**config.mk**
```make
export PLATFORM = sky130hd
export DESIGN_NAME = keypad_scan
export DESIGN_NICKNAME = d
export VERILOG_FILES = /design/src/rtl/keypad_scan.sv
export SDC_FILE = /design/constraint.sdc
export NUM_CORES = 1
export LEC_CHECK = 0
export ABC_CLOCK_PERIOD_IN_PS = 2500
export BUFFER_PORTS_ARGS = -buffer_cell sky130_fd_sc_hd__buf_2
export CAP_MARGIN = 40
export CORE_UTILIZATION = 30
export CTS_BUF_LIST = sky130_fd_sc_hd__clkbuf_8
export DETAILED_ROUTE_END_ITERATION = 16
export MAX_ROUTING_LAYER = met4
export PLACE_DENSITY = 0.41
export SYNTH_ARGS = -nofsm -noshare
export SYNTH_HDL_FRONTEND = slang
export SYNTH_SLANG_ARGS = --single-unit
```
**constraint.sdc**
```tcl
create_clock -name clkin -period 2.5 [get_ports clkin]
set_input_delay 0.25 -clock clkin [delete_from_list [all_inputs] [get_ports clkin]]
set_output_delay 0.25 -clock clkin [all_outputs]
set_load 0.05 [all_outputs]
```
**src/rtl/keypad_scan.sv**
```systemverilog
// rtl/keypad_scan.sv - 4x4 matrix keypad scanner with debounce and a one-cycle key strobe
// Auto-repeat of a held key is built only when KEYPAD_REPEAT_EN is defined.
module keypad_scan #(
  parameter int SCAN_DIV     = 5000,
  parameter int DEBOUNCE_CNT = 100000,
  parameter int REPEAT_CNT   = 25000000
) (
  input  logic       clkin,
  input  logic       rst_n,
  input  logic [3:0] row,
  output logic [3:0] col,
  output logic [3:0] key_code,
  output logic       key_valid,
  output logic       key_down
);

  localparam int DIV_W = $clog2(SCAN_DIV);
  localparam int DEB_W = $clog2(DEBOUNCE_CNT);
  localparam logic [DIV_W-1:0] DIV_LAST = DIV_W'(SCAN_DIV - 1);
  localparam logic [DEB_W-1:0] DEB_LAST = DEB_W'(DEBOUNCE_CNT - 1);

  typedef enum logic [1:0] {S_SCAN, S_DEBOUNCE, S_PRESSED, S_RELEASE} state_t;

  state_t           state_q, state_d;
  logic [3:0]       row_meta_q, row_meta_d;
  logic [3:0]       row_s_q, row_s_d;
  logic [1:0]       col_idx_q, col_idx_d;
  logic [1:0]       row_idx_q, row_idx_d;
  logic [DIV_W-1:0] div_q, div_d;
  logic [DEB_W-1:0] deb_q, deb_d;
  logic [3:0]       col_q, col_d;
  logic [3:0]       key_code_q, key_code_d;
  logic             key_valid_q, key_valid_d;
  logic             key_down_q, key_down_d;
  logic [1:0]       low_row;
  logic             row_hit;

`ifdef KEYPAD_REPEAT_EN
  localparam int REP_W = $clog2(REPEAT_CNT);
  localparam logic [REP_W-1:0] REP_LAST = REP_W'(REPEAT_CNT - 1);
  logic [REP_W-1:0] rep_q, rep_d;
`else
  // REPEAT_CNT has no effect unless auto-repeat is built.
  if (REPEAT_CNT < 2) begin : g_no_repeat
  end
`endif

  // Lowest-numbered low row wins when several keys share the driven column.
  always_comb begin
    low_row = 2'd3;
    for (int i = 3; i >= 0; i--) begin
      if (!row_s_q[i]) low_row = 2'(i);
    end
  end

  assign row_hit = ~row_s_q[row_idx_q];

  always_comb begin
    state_d     = state_q;
    row_meta_d  = row;
    row_s_d     = row_meta_q;
    col_idx_d   = col_idx_q;
    row_idx_d   = row_idx_q;
    div_d       = div_q;
    deb_d       = deb_q;
    key_code_d  = key_code_q;
    key_valid_d = 1'b0;
    key_down_d  = key_down_q;
`ifdef KEYPAD_REPEAT_EN
    rep_d       = '0;
`endif
    unique case (state_q)
      S_SCAN: begin
        if (div_q == DIV_LAST) begin
          div_d = '0;
          if (row_s_q == 4'hF) begin
            col_idx_d = col_idx_q + 2'd1;
          end else begin
            row_idx_d = low_row;
            deb_d     = '0;
            state_d   = S_DEBOUNCE;
          end
        end else begin
          div_d = div_q + DIV_W'(1);
        end
      end
      S_DEBOUNCE: begin
        if (!row_hit) begin
          div_d   = '0;
          state_d = S_SCAN;
        end else if (deb_q == DEB_LAST) begin
          key_code_d  = {row_idx_q, col_idx_q};
          key_valid_d = 1'b1;
          key_down_d  = 1'b1;
          state_d     = S_PRESSED;
        end else begin
          deb_d = deb_q + DEB_W'(1);
        end
      end
      S_PRESSED: begin
        if (!row_hit) begin
          deb_d   = '0;
          state_d = S_RELEASE;
        end
`ifdef KEYPAD_REPEAT_EN
        else if (rep_q == REP_LAST) begin
          key_valid_d = 1'b1;
        end else begin
          rep_d = rep_q + REP_W'(1);
        end
`endif
      end
      S_RELEASE: begin
        if (row_hit) begin
          deb_d   = '0;
          state_d = S_PRESSED;
        end else if (deb_q == DEB_LAST) begin
          key_down_d = 1'b0;
          col_idx_d  = col_idx_q + 2'd1;
          div_d      = '0;
          state_d    = S_SCAN;
        end else begin
          deb_d = deb_q + DEB_W'(1);
        end
      end
      default: state_d = S_SCAN;
    endcase
    col_d = ~(4'b0001 << col_idx_d);
  end

  always_ff @(posedge clkin) begin
    if (!rst_n) begin
      state_q     <= S_SCAN;
      row_meta_q  <= 4'hF;
      row_s_q     <= 4'hF;
      col_idx_q   <= 2'd0;
      row_idx_q   <= 2'd0;
      div_q       <= '0;
      deb_q       <= '0;
      col_q       <= 4'b1110;
      key_code_q  <= 4'h0;
      key_valid_q <= 1'b0;
      key_down_q  <= 1'b0;
`ifdef KEYPAD_REPEAT_EN
      rep_q       <= '0;
`endif
    end else begin
      state_q     <= state_d;
      row_meta_q  <= row_meta_d;
      row_s_q     <= row_s_d;
      col_idx_q   <= col_idx_d;
      row_idx_q   <= row_idx_d;
      div_q       <= div_d;
      deb_q       <= deb_d;
      col_q       <= col_d;
      key_code_q  <= key_code_d;
      key_valid_q <= key_valid_d;
      key_down_q  <= key_down_d;
`ifdef KEYPAD_REPEAT_EN
      rep_q       <= rep_d;
`endif
    end
  end

  assign col       = col_q;
  assign key_code  = key_code_q;
  assign key_valid = key_valid_q;
  assign key_down  = key_down_q;

endmodule

```
==> metrics.txt <==
crit path DAT 2.46 ns; Ant. Diodes 0; DRT Wirelength 5790 um; IO Count 16; Core Region 8380 um^2; synthesized cell area 2650 um^2; CTS-repair resized insts 0; CP endpoint kind register; Die H around 96 um; yosys warns 0; port bufs 15; Slowest-stage cell, CP a21o_1; initial antenna violation count 0; CTS Buffer Depth 2; crit path cell chain nor4b_1 -> buf_4 -> nand4_1 -> buf_12 -> a21oi_1 -> a21o_1 -> nor2_1; crit path from deb_q[8]; final setup skew 0.0121 ns; placed cell area 2940 um^2; HP Class primary input to register; max_slew headroom 63.9%; Syn-to-layout area delta 14.7%; most frequent cells in the layout 54 x dfxtp_1, 33 x nor2_1, 15 x buf_2; grt met2 use 20.7%; fin. max-slew vios 0; final hold viol count 0; H-tree depth 2; busiest grt layer met2; Initial Utilization 31.6%; GRT Residual Overflow 0; Finish-stage setup viols 0; site row count 33; startpoint types register; PwrDens 662 nW/um^2; total CTS buffers 5; hold_buf cts 0; commonest non-fill, non-tap cell in the layout dfxtp_1; Residual DRC 0; Tot Pwr 2.01 mW; vias in the first global route 1918; Main synth FF type dfxtp_1; Worst Path Max Fanout 21; Req. time, crit path between 2 and 3 ns; syn_nets 306; design area 3040 um^2; r2r startpoint deb_q[8]; vias per inst 5.06; Mapped Avg Cell Area 9.04 um^2; Placer Congestion 0.812; leak pwr 1.17 nW; Max Clk Rate 438 MHz; Final Critical Period roughly 2.3 ns; Reg clk slew, reported paths 0.10 ns; M3 GR Usage between 2 and 2.5%; Tot GR Track Use 14.0%; worst hold path startpoint row[1]; WL/cell 13.7 um; crit path kind register to register; ys async rst share 0%; Setup TNS 0 ns; die width approximately 96 um; CTS tree done; via count 2135; first-pass GRT wire length 9630 um; synthesized flop and latch total 54; Max VDD drop between 0.2 and 0.25 mV; Max-Cap Viols 0; antenna viol nets, final 0; clk sinks 54; Final Cycle Share about 90%; HPWL after detailed placement roughly 4200 um; outcome finished clean; met1 Use GR about a fifth; share of cells above drive strength 1 14.2%; Post-synth EDFFs 0; Syn Inst Count 293; largest net degree at the start of global routing 22; register area share after synthesis 40.8%; fin util 36.3%; worst slew pin tran approximately 0.53 ns; DIE AREA 9210 um^2; Skew-Pair Late Insertion Delay 0.30 ns; Synth cell types 55; RSZ-0062 raised after global routing no; 1st-pass router iterations 5; CP max stage delay 0.45 ns; # Post-CTS Setup Buffers 0; NumNets Final 329; Root Driver clkbuf_8; drt initial violations 94
worst max-delay path: cells and delay by family (launching register included):
family	cells	cell delay [ns]
buffers and inverters	2	0.40
flip-flops	1	0.37
AO/OA/AOI/OAI	2	0.74
AND/OR/NAND/NOR	3	0.64
registers in the layout, summed over array words and instances, names as in the netlist, named ones only:
signal,cells
deb_q,17
div_q,13
col,4
key_code,4
row_meta_q,4
row_s_q,4
col_idx_q,2
row_idx_q,2
key_down,1
key_valid,1
state_q,1
through the flow:
stage	hold slack, ns	setup WS (ns)	cells
2_1_floorplan	0.351	0.445	293
3_3_place_gp	0.389	0.207	414
3_5_place_dp	0.394	0.224	414
4_1_cts	0.109	0.201	422
5_1_grt	0.103	0.0195	422
6_report	0.118	0.214	422
cell usage after synthesis (2+ instances only):
cell type / n / area (um^2)
o31ai_1: 2 / 15.0
o21ai_0: 7 / 35.0
inv_1: 12 / 45.0
o2111ai_1: 2 / 17.5
and3_1: 7 / 43.8
a2111oi_0: 2 / 17.5
dfxtp_1: 54 / 1080
or3_1: 3 / 18.8
a211oi_1: 9 / 67.6
xnor2_1: 12 / 105
o21bai_1: 2 / 15.0
nand3_1: 8 / 40.0
xor2_1: 10 / 87.6
o21a_1: 2 / 15.0
mux2i_1: 10 / 100
and2_1: 4 / 25.0
a311oi_1: 2 / 17.5
and4_1: 6 / 52.6
buf_2: 4 / 20.0
nor2_1: 33 / 124
nand4_1: 13 / 81.3
nor3_1: 5 / 25.0
nor4_1: 3 / 18.8
a21oi_1: 13 / 65.1
ha_1: 7 / 87.6
nand2_1: 14 / 52.6
nor4bb_1: 2 / 20.0
buf_4: 2 / 15.0
nand2b_1: 9 / 56.3
clkbuf_1: 8 / 30.0
a22oi_1: 2 / 15.0
layer usage:
layer,vias up,part of all wire (%),wire [um]
li1,1111,-,-
met1,981,54,3120
met2,36,43,2470
met3,7,2.7,156
met4,0,0.85,49
met5,-,0,0
path summary, 6_finish.rpt:
check / endpoint / slack (ns) / cells after the start
worst max register to register: div_q[6] / 0.21 / 7
worst min-delay path: row_meta_q[1] / 0.12 / 2
worst min register to register: row_s_q[2] / 0.41 / 1
worst max-delay path: div_q[6] / 0.21 / 7
layout make-up:
cell class,count,area (um^2)
fillers,871,5340
multi-input cells,213,1470
flip-flops and latches,54,1080
repair buffers,30,225
well taps,105,131
clock buffers,6,82.6
inverters,12,45.0
clock inverters,2,8.76
report_power, final:
group	internal [mW]	switching (mW)	leakage (nW)	total, mW
combinational	0.249	0.333	0.677	0.582
clock	0.220	0.274	0.0524	0.494
sequential	0.897	0.0384	0.438	0.935
total	1.37	0.645	1.17	2.01
cells by family (layout without fill, tap and decap cells):
kind of cell	Yosys count	after routing	synth area share, %
AO/OA/AOI/OAI	56	56	15.3
XOR/XNOR	22	22	7.27
multiplexers	11	11	4.63
AND/OR/NAND/NOR	117	117	24.6
adder cells (fa/ha/maj)	7	7	3.30
flip-flops	54	54	40.8
buffers and inverters	26	50	4.15
Note: power is estimated with default switching activity, not from simulation.
